$ cat config.mk
export PLATFORM = sky130hd
export DESIGN_NAME = mem_fifo_ctrl_flat
export DESIGN_NICKNAME = d
export VERILOG_FILES = /design/src/rtl/mem_fifo_ctrl_pkg.sv /design/src/rtl/mem_fifo_ctrl_if.sv /design/src/rtl/mem_fifo_ctrl_fifo_ptr.sv /design/src/rtl/mem_fifo_ctrl.sv /design/src/flat_wrapper.sv
export SDC_FILE = /design/constraint.sdc
export NUM_CORES = 1
export LEC_CHECK = 0
export CAP_MARGIN = 10
export CORE_MARGIN = 2
export CORE_UTILIZATION = 53
export DETAILED_ROUTE_END_ITERATION = 8
export PLACE_DENSITY = 0.89
export SLEW_MARGIN = 0
export SYNTH_ARGS = -nofsm -noshare
export SYNTH_HDL_FRONTEND = slang
export SYNTH_HIERARCHICAL = 1
export SYNTH_SLANG_ARGS = --single-unit
$ cat constraint.sdc
create_clock -name CLK -period 3.41 [get_ports CLK]
set_input_delay 0.682 -clock CLK [delete_from_list [all_inputs] [get_ports CLK]]
set_output_delay 0.682 -clock CLK [all_outputs]
set_load 0.02 [all_outputs]
$ cat src/rtl/mem_fifo_ctrl_pkg.sv
// mem_fifo_pkg: shared widths and FSM state encoding for the Memory_64byte FIFO controller.
//   DATA_W     - byte width of FIFO data and memory data buses
//   ADDR_W     - pointer width (64 entries)
//   MEM_ADDR_W - width of the memory address bus (upper bits tied to 0)
//   DEPTH      - number of FIFO entries, equal to the memory capacity
//   COUNT_W    - occupancy counter width (0..DEPTH)
package mem_fifo_pkg;

    localparam int unsigned DATA_W     = 8;
    localparam int unsigned ADDR_W     = 6;
    localparam int unsigned MEM_ADDR_W = 8;
    localparam int unsigned DEPTH      = 64;
    localparam int unsigned COUNT_W    = 7;

    localparam logic [1:0] S_IDLE    = 2'd0;
    localparam logic [1:0] S_WR      = 2'd1;
    localparam logic [1:0] S_RD      = 2'd2;
    localparam logic [1:0] S_RD_WAIT = 2'd3;

endpackage

$ cat src/rtl/mem_fifo_ctrl_if.sv
// mem_fifo_ctrl_if: client handshake and memory-side bus of the FIFO controller.
//   Client side : PUSH/PUSH_DATA/PUSH_ACK, POP/POP_DATA/POP_VALID, FULL, EMPTY, COUNT, ERR
//   Memory side : MEM_D_IN, MEM_ADDR, MEM_R_ENABLE, MEM_W_ENABLE, MEM_D_OUT
//   modport slave  - the controller
//   modport master - the environment (client plus memory)
interface mem_fifo_ctrl_if;
    import mem_fifo_pkg::*;

    logic                  PUSH;
    logic [DATA_W-1:0]     PUSH_DATA;
    logic                  PUSH_ACK;
    logic                  POP;
    logic [DATA_W-1:0]     POP_DATA;
    logic                  POP_VALID;
    logic                  FULL;
    logic                  EMPTY;
    logic [COUNT_W-1:0]    COUNT;
    logic                  ERR;
    logic [DATA_W-1:0]     MEM_D_IN;
    logic [MEM_ADDR_W-1:0] MEM_ADDR;
    logic                  MEM_R_ENABLE;
    logic                  MEM_W_ENABLE;
    logic [DATA_W-1:0]     MEM_D_OUT;

    modport slave (
        input  PUSH, PUSH_DATA, POP, MEM_D_OUT,
        output PUSH_ACK, POP_DATA, POP_VALID, FULL, EMPTY, COUNT, ERR,
        output MEM_D_IN, MEM_ADDR, MEM_R_ENABLE, MEM_W_ENABLE
    );

    modport master (
        output PUSH, PUSH_DATA, POP, MEM_D_OUT,
        input  PUSH_ACK, POP_DATA, POP_VALID, FULL, EMPTY, COUNT, ERR,
        input  MEM_D_IN, MEM_ADDR, MEM_R_ENABLE, MEM_W_ENABLE
    );

endinterface

$ cat src/rtl/mem_fifo_ctrl_fifo_ptr.sv
// fifo_ptr: ADDR_W-bit wrapping pointer (63 -> 0) with increment enable.
//   clk - rising-edge clock
//   rst - asynchronous active-high reset, clears the pointer
//   inc - advance the pointer by one this cycle
//   ptr - current pointer value
module fifo_ptr
    import mem_fifo_pkg::*;
(
    input  logic              clk,
    input  logic              rst,
    input  logic              inc,
    output logic [ADDR_W-1:0] ptr
);

    always_ff @(posedge clk or posedge rst) begin
        if (rst) begin
            ptr <= '0;
        end else if (inc) begin
            ptr <= ptr + 1'b1;
        end
    end

endmodule

$ cat src/rtl/mem_fifo_ctrl.sv
// mem_fifo_ctrl: byte FIFO built on an external Memory_64byte (1-cycle read latency).
//   CLK   - rising-edge clock
//   RESET - asynchronous active-high reset
//   bus   - mem_fifo_ctrl_if.slave: client push/pop handshake, status, memory bus
// A push occupies IDLE+WR (PUSH_ACK two edges after PUSH is sampled); a pop
// occupies IDLE+RD+RD_WAIT (POP_VALID three edges after POP). All outputs are
// registered. Simultaneous valid push and pop alternate, pop first after reset.
// Optional: define MEM_FIFO_CTRL_ERR_EN to build the sticky ERR flag (push
// while FULL or pop while EMPTY seen in IDLE); otherwise ERR is tied to 0.
module mem_fifo_ctrl #(
    parameter int unsigned DEPTH = mem_fifo_pkg::DEPTH
) (
    input  logic           CLK,
    input  logic           RESET,
    mem_fifo_ctrl_if.slave bus
);
    import mem_fifo_pkg::*;

    localparam logic [COUNT_W-1:0] FULL_LEVEL = COUNT_W'(DEPTH);

    logic [1:0]         state;
    logic               prio_pop;
    logic [ADDR_W-1:0]  wr_ptr;
    logic [ADDR_W-1:0]  rd_ptr;
    logic               wr_inc;
    logic               rd_inc;
    logic [COUNT_W-1:0] count;
    logic [COUNT_W-1:0] count_inc;
    logic [COUNT_W-1:0] count_dec;
    logic               full;
    logic               empty;
    logic               push_ack;
    logic               pop_valid;
    logic [DATA_W-1:0]  pop_data;
    logic [DATA_W-1:0]  mem_d_in;
    logic [ADDR_W-1:0]  mem_addr;
    logic               mem_r_en;
    logic               mem_w_en;
    logic               err;
    logic               push_ok;
    logic               pop_ok;
    logic               grant_pop;
    logic               grant_push;

    // Pointers advance on the edge that leaves the data-moving state.
    assign wr_inc = (state == S_WR);
    assign rd_inc = (state == S_RD_WAIT);

    fifo_ptr u_wr_ptr (.clk(CLK), .rst(RESET), .inc(wr_inc), .ptr(wr_ptr));
    fifo_ptr u_rd_ptr (.clk(CLK), .rst(RESET), .inc(rd_inc), .ptr(rd_ptr));

    assign count_inc = count + 1'b1;
    assign count_dec = count - 1'b1;

    // FULL blocks the push and EMPTY blocks the pop, so a both-pending request
    // at FULL/EMPTY is not contested and never flips the priority toggle.
    always_comb begin
        push_ok    = bus.PUSH & ~full;
        pop_ok     = bus.POP & ~empty;
        grant_pop  = pop_ok & (~push_ok | prio_pop);
        grant_push = push_ok & ~grant_pop;
    end

    always_ff @(posedge CLK or posedge RESET) begin
        if (RESET) begin
            state     <= S_IDLE;
            prio_pop  <= 1'b1;
            count     <= '0;
            full      <= 1'b0;
            empty     <= 1'b1;
            push_ack  <= 1'b0;
            pop_valid <= 1'b0;
            pop_data  <= '0;
            mem_d_in  <= '0;
            mem_addr  <= '0;
            mem_r_en  <= 1'b0;
            mem_w_en  <= 1'b0;
        end else begin
            push_ack  <= 1'b0;
            pop_valid <= 1'b0;
            case (state)
                S_IDLE: begin
                    if (push_ok && pop_ok) begin
                        prio_pop <= ~prio_pop;
                    end
                    if (grant_pop) begin
                        state    <= S_RD;
                        mem_r_en <= 1'b1;
                        mem_addr <= rd_ptr;
                    end else if (grant_push) begin
                        state    <= S_WR;
                        mem_w_en <= 1'b1;
                        mem_addr <= wr_ptr;
                        mem_d_in <= bus.PUSH_DATA;
                    end
                end
                S_WR: begin
                    state    <= S_IDLE;
                    mem_w_en <= 1'b0;
                    push_ack <= 1'b1;
                    count    <= count_inc;
                    full     <= (count_inc == FULL_LEVEL);
                    empty    <= 1'b0;
                end
                S_RD: begin
                    state    <= S_RD_WAIT;
                    mem_r_en <= 1'b0;
                end
                default: begin
                    state     <= S_IDLE;
                    pop_data  <= bus.MEM_D_OUT;
                    pop_valid <= 1'b1;
                    count     <= count_dec;
                    empty     <= (count_dec == '0);
                    full      <= 1'b0;
                end
            endcase
        end
    end

`ifdef MEM_FIFO_CTRL_ERR_EN
    always_ff @(posedge CLK or posedge RESET) begin
        if (RESET) begin
            err <= 1'b0;
        end else if ((state == S_IDLE) &&
                     ((bus.PUSH && full) || (bus.POP && empty))) begin
            err <= 1'b1;
        end
    end
`else
    assign err = 1'b0;
`endif

    assign bus.PUSH_ACK     = push_ack;
    assign bus.POP_DATA     = pop_data;
    assign bus.POP_VALID    = pop_valid;
    assign bus.FULL         = full;
    assign bus.EMPTY        = empty;
    assign bus.COUNT        = count;
    assign bus.ERR          = err;
    assign bus.MEM_D_IN     = mem_d_in;
    assign bus.MEM_ADDR     = {{(MEM_ADDR_W - ADDR_W){1'b0}}, mem_addr};
    assign bus.MEM_R_ENABLE = mem_r_en;
    assign bus.MEM_W_ENABLE = mem_w_en;

endmodule

$ cat src/flat_wrapper.sv
// flat-port wrapper written by rule: the top's interface ports become plain ports
module mem_fifo_ctrl_flat import mem_fifo_pkg::*;
#(
    parameter int unsigned DEPTH = mem_fifo_pkg::DEPTH
)
  (CLK, RESET, bus_PUSH, bus_PUSH_DATA, bus_POP, bus_MEM_D_OUT, bus_PUSH_ACK, bus_POP_DATA, bus_POP_VALID, bus_FULL, bus_EMPTY, bus_COUNT, bus_ERR, bus_MEM_D_IN, bus_MEM_ADDR, bus_MEM_R_ENABLE, bus_MEM_W_ENABLE);
  mem_fifo_ctrl_if bus_i ();
  input  logic CLK;
  input  logic RESET;
  input wire logic [$bits(bus_i.PUSH)-1:0] bus_PUSH;
  input wire logic [$bits(bus_i.PUSH_DATA)-1:0] bus_PUSH_DATA;
  input wire logic [$bits(bus_i.POP)-1:0] bus_POP;
  input wire logic [$bits(bus_i.MEM_D_OUT)-1:0] bus_MEM_D_OUT;
  output wire logic [$bits(bus_i.PUSH_ACK)-1:0] bus_PUSH_ACK;
  output wire logic [$bits(bus_i.POP_DATA)-1:0] bus_POP_DATA;
  output wire logic [$bits(bus_i.POP_VALID)-1:0] bus_POP_VALID;
  output wire logic [$bits(bus_i.FULL)-1:0] bus_FULL;
  output wire logic [$bits(bus_i.EMPTY)-1:0] bus_EMPTY;
  output wire logic [$bits(bus_i.COUNT)-1:0] bus_COUNT;
  output wire logic [$bits(bus_i.ERR)-1:0] bus_ERR;
  output wire logic [$bits(bus_i.MEM_D_IN)-1:0] bus_MEM_D_IN;
  output wire logic [$bits(bus_i.MEM_ADDR)-1:0] bus_MEM_ADDR;
  output wire logic [$bits(bus_i.MEM_R_ENABLE)-1:0] bus_MEM_R_ENABLE;
  output wire logic [$bits(bus_i.MEM_W_ENABLE)-1:0] bus_MEM_W_ENABLE;
  assign bus_i.PUSH = bus_PUSH;
  assign bus_i.PUSH_DATA = bus_PUSH_DATA;
  assign bus_i.POP = bus_POP;
  assign bus_i.MEM_D_OUT = bus_MEM_D_OUT;
  assign bus_PUSH_ACK = bus_i.PUSH_ACK;
  assign bus_POP_DATA = bus_i.POP_DATA;
  assign bus_POP_VALID = bus_i.POP_VALID;
  assign bus_FULL = bus_i.FULL;
  assign bus_EMPTY = bus_i.EMPTY;
  assign bus_COUNT = bus_i.COUNT;
  assign bus_ERR = bus_i.ERR;
  assign bus_MEM_D_IN = bus_i.MEM_D_IN;
  assign bus_MEM_ADDR = bus_i.MEM_ADDR;
  assign bus_MEM_R_ENABLE = bus_i.MEM_R_ENABLE;
  assign bus_MEM_W_ENABLE = bus_i.MEM_W_ENABLE;
  mem_fifo_ctrl #(.DEPTH(DEPTH)) u_core (.CLK(CLK), .RESET(RESET), .bus(bus_i));
endmodule
==> metrics.md <==
| Metric | Value |
|---|---|
| Clock buffer depth | `2` |
| Sw Ratio | `0.398` |
| Leak | `1.32 nW` |
| Die ar. | `5020 sq um` |
| Synth Instances | `203` |
| Via/cell ratio | `5.40` |
| Mapped Avg Cell Area | `11.7 sq um` |
| Crit-path max FO | `11` |
| FF-to-FF setup slack | `1.48 ns` |
| Crit path max-delay family | `buffers and inverters` |
| Final Wtd Congestion | `0.790` |
| Multi-input logic area | `1010 sq um` |
| DRC Markers | `0` |
| CP startpoint kind | `flip-flop` |
| Tcrit/Tclk final | `0.671` |
| Hpwl dp | `3560 microns` |
| Largest family of logic cells by synthesized area | `simple AND/OR/NAND/NOR gates` |
| Pin count of the biggest net entering global routing | `20` |
| Skew final | `0.00604 ns` |
| Insertion delay to the later sink of the worst-skew pair | `0.30 ns` |
| Hold Vio Cnt, Final | `0` |
| Simple-gate share of the synthesized area | `0.118` |
| Cell Pwr Density | `979 nW/um^2` |
| Placement Rows | `24` |
| First-pass GRT wire length | `8160 microns` |
| Post-synth top area share | `0.507` |
| Hold Path Class | `reg -> reg` |
| Sequential element share of the synthesized area | `0.529` |
| Initial DRC Count | `135` |
| Maximum VDD drop | `551 uV` |
| Area of the core | `4320 sq um` |
| Max Slew Vio Count | `0` |
| Worst hold slack | `0.476 ns` |
| Htree depth | `2` |
| Synth top area cells | `dfrtp_1 51%, mux2_2 7.6%, xnor2_1 4.1%` |
| CP max stage delay | `0.69 ns` |
| Mux contribution to synthesized area | `0.115` |
| XOR/XNOR Fraction of Synth Area | `0.0813` |
| Clock Pin Slew Worst Setup and Hold Paths | `0.09 ns` |
| Router iterations before antenna repair | `4` |
| CTS root buf | `clkbuf_8` |
| Post-synth EDFFs | `0` |
| Clk pwr share | `0.136` |
| WP data arrival | `1.61 ns` |
| RSZ-0062 raised after global routing | `false` |
| Syn. warnings | `6` |
| Area growth from synthesis to layout | `27.5%` |
| Pint | `1.78 mW` |
| DR vias | `1,670` |
| Comb pwr share | `0.463` |
| Worst slew pin tran | `1.11 ns` |
| CP Class | `reg -> out` |
| Min cycle time layout | `2.29 ns` |
| Post_cts resized | `0` |
| Routed Antenna Nets | `0` |
| # clock sinks | `50` |
| Vias in the first global route | `1,733` |
| Rel. slew slack | `0.253` |
| Initial antenna violation count | `0` |
| Count of final setup violators | `0` |
| GRT Total Usage | `0.207` |
| Top_reg_cell synth | `dfrtp_1` |
| Max cap viols | `0` |
| ANT cells | `0` |
| Setup TNS | `0 ns` |
| Yosys reg bits | `50` |
| Final wirelength | `4780 microns` |
| Number of fillers in the final layout | `341` |
| Wirelength per Cell | `15.5 microns` |
| Crit-path slowest cell | `clkdlybuf4s50_1` |
| Ratio of cells with drive above 1 in the final layout | `0.132` |
| Post-synth ARST share | `1.00` |
| Fmax | `437 MHz` |
| Sequential share of power | `0.401` |
| DIE WIDTH | `70.9 microns` |
| IO Count | `58` |
| I/O Buffers | `54` |
| Setup crit end kind | `primary output` |
| Hold_buf cts | `0` |
| CTS tree | `yes` |
| Net Sw Power | `1.18 mW` |
| Seq. cell area | `1250 sq um` |
| Mapped Area | `2370 sq um` |
| # Post-CTS Setup Buffers | `0` |
| Starting density of the core | `0.548` |
| TritonCTS buffer count | `5` |
| Area leader, netlist | `dfrtp_1` |
| Worst Path Buf+Inv | `1` |
| GRT Residual Overflow | `0` |
| Worst path required time | `2.73 ns` |
| Die height | `70.9 microns` |
| Synth Area in Compound Gates | `0.0749` |
| Commonest non-fill, non-tap cell in the layout | `clkdlybuf4s50_1` |
| Commonest cells after routing, fill and taps aside | `54 x clkdlybuf4s50_1, 48 x dfrtp_1, 16 x mux2_2, 16 x nand2_1` |
| CP Cell Sequence | `clkdlybuf4s50_1` |
| Adder-cell share of the synthesized area | `0.0317` |
| Post-synthesis cell type count | `45` |
| Nets@finish | `282` |
| Outcome | `complete, no violations` |
==> final cells by class <==
type	instances	area share
Clock buffer	7	0.0252
Inverter	9	0.0112
Multi-Input combinational cell	134	0.334
Sequential cell	50	0.415
Tap cell	52	0.0215
Clock inverter	1	0.00993
Timing Repair Buffer	56	0.184
==> per-layer routing <==
metal | routed length (microns) | global-route usage
met3 | 280 | 0.0413
met5 | 0 | 0
met1 | 2040 | 0.268
met2 | 2400 | 0.350
met4 | 59 | 0.0734
==> registers in the layout, indices dropped and copies added, names as in the netlist <==
signal / cells
u_core/bus.MEM_D_IN: 8
u_core/bus.POP_DATA: 8
u_core/bus.COUNT: 7
u_core/mem_addr: 6
u_core/u_rd_ptr/ptr: 6
u_core/u_wr_ptr/ptr: 6
u_core/state: 2
u_core/bus.EMPTY: 1
u_core/bus.FULL: 1
u_core/bus.MEM_R_ENABLE: 1
u_core/bus.MEM_W_ENABLE: 1
u_core/bus.POP_VALID: 1
u_core/bus.PUSH_ACK: 1
u_core/prio_pop: 1
==> cell usage after synthesis, types with 2 or more instances <==
cell / number
a21o_1: 2
a21oi_1: 5
a32o_1: 2
buf_2: 5
buf_4: 4
buf_6: 2
dfrtp_1: 48
dfstp_2: 2
ha_1: 6
inv_1: 9
mux2_1: 2
mux2_2: 16
mux2i_1: 7
nand2_1: 16
nand2b_1: 2
nand3_1: 4
nand4_1: 2
nand4_2: 2
nor2_1: 10
nor2_2: 2
nor2b_1: 2
o21ai_0: 10
xnor2_1: 11
xor2_1: 11
==> worst paths after layout <==
check | from | endpoint | depth (start not counted)
max | u_core/bus.COUNT[2]$_DFFE_PP0N_ | bus_COUNT[2] | 1
min | u_core/u_wr_ptr/ptr[5]$_DFFE_PP0P_ | u_core/u_wr_ptr/ptr[5]$_DFFE_PP0P_ | 1
max reg2reg | u_core/state[0]$_DFFE_PP0P_ | u_core/u_rd_ptr/ptr[5]$_DFFE_PP0P_ | 5
min reg2reg | u_core/u_wr_ptr/ptr[5]$_DFFE_PP0P_ | u_core/u_wr_ptr/ptr[5]$_DFFE_PP0P_ | 1
max in group asynchronous | RESET | u_core/prio_pop$_DFFE_PP1P_ | 3
min in group asynchronous | RESET | u_core/u_wr_ptr/ptr[3]$_DFFE_PP0P_ | 2
==> kinds of logic after synthesis <==
kind of cell	Yosys count
fa+ha+maj	6
other cells	1
buf+inv	21
simple gates	51
flops	50
compound gates	27
xor+xnor	22
mux	25
==> power groups by stage <==
stage / Combinational [mW] / Clock (mW) / Sequential, mW
after floorplan: 0.728 / 0 / 1.30
after global placement: 1.32 / 0 / 1.18
after detailed placement: 1.37 / 0 / 1.20
after CTS: 1.38 / 0.414 / 1.19
after global routing: 1.47 / 0.438 / 1.24
final: 1.37 / 0.402 / 1.19
==> stage by stage <==
step,cell area (sq um),std cells,setup WS (ns),power (mW),utilization
4_1_cts,3020,309,1.13,2.98,0.699
2_1_floorplan,2380,205,1.73,2.03,-
3_3_place_gp,2920,301,0.999,2.50,0.675
5_1_grt,3020,309,0.937,3.15,0.699
3_5_place_dp,2920,301,0.853,2.57,0.675
6_report,3020,309,1.12,2.96,0.699
(Power assumes the default switching activity.)
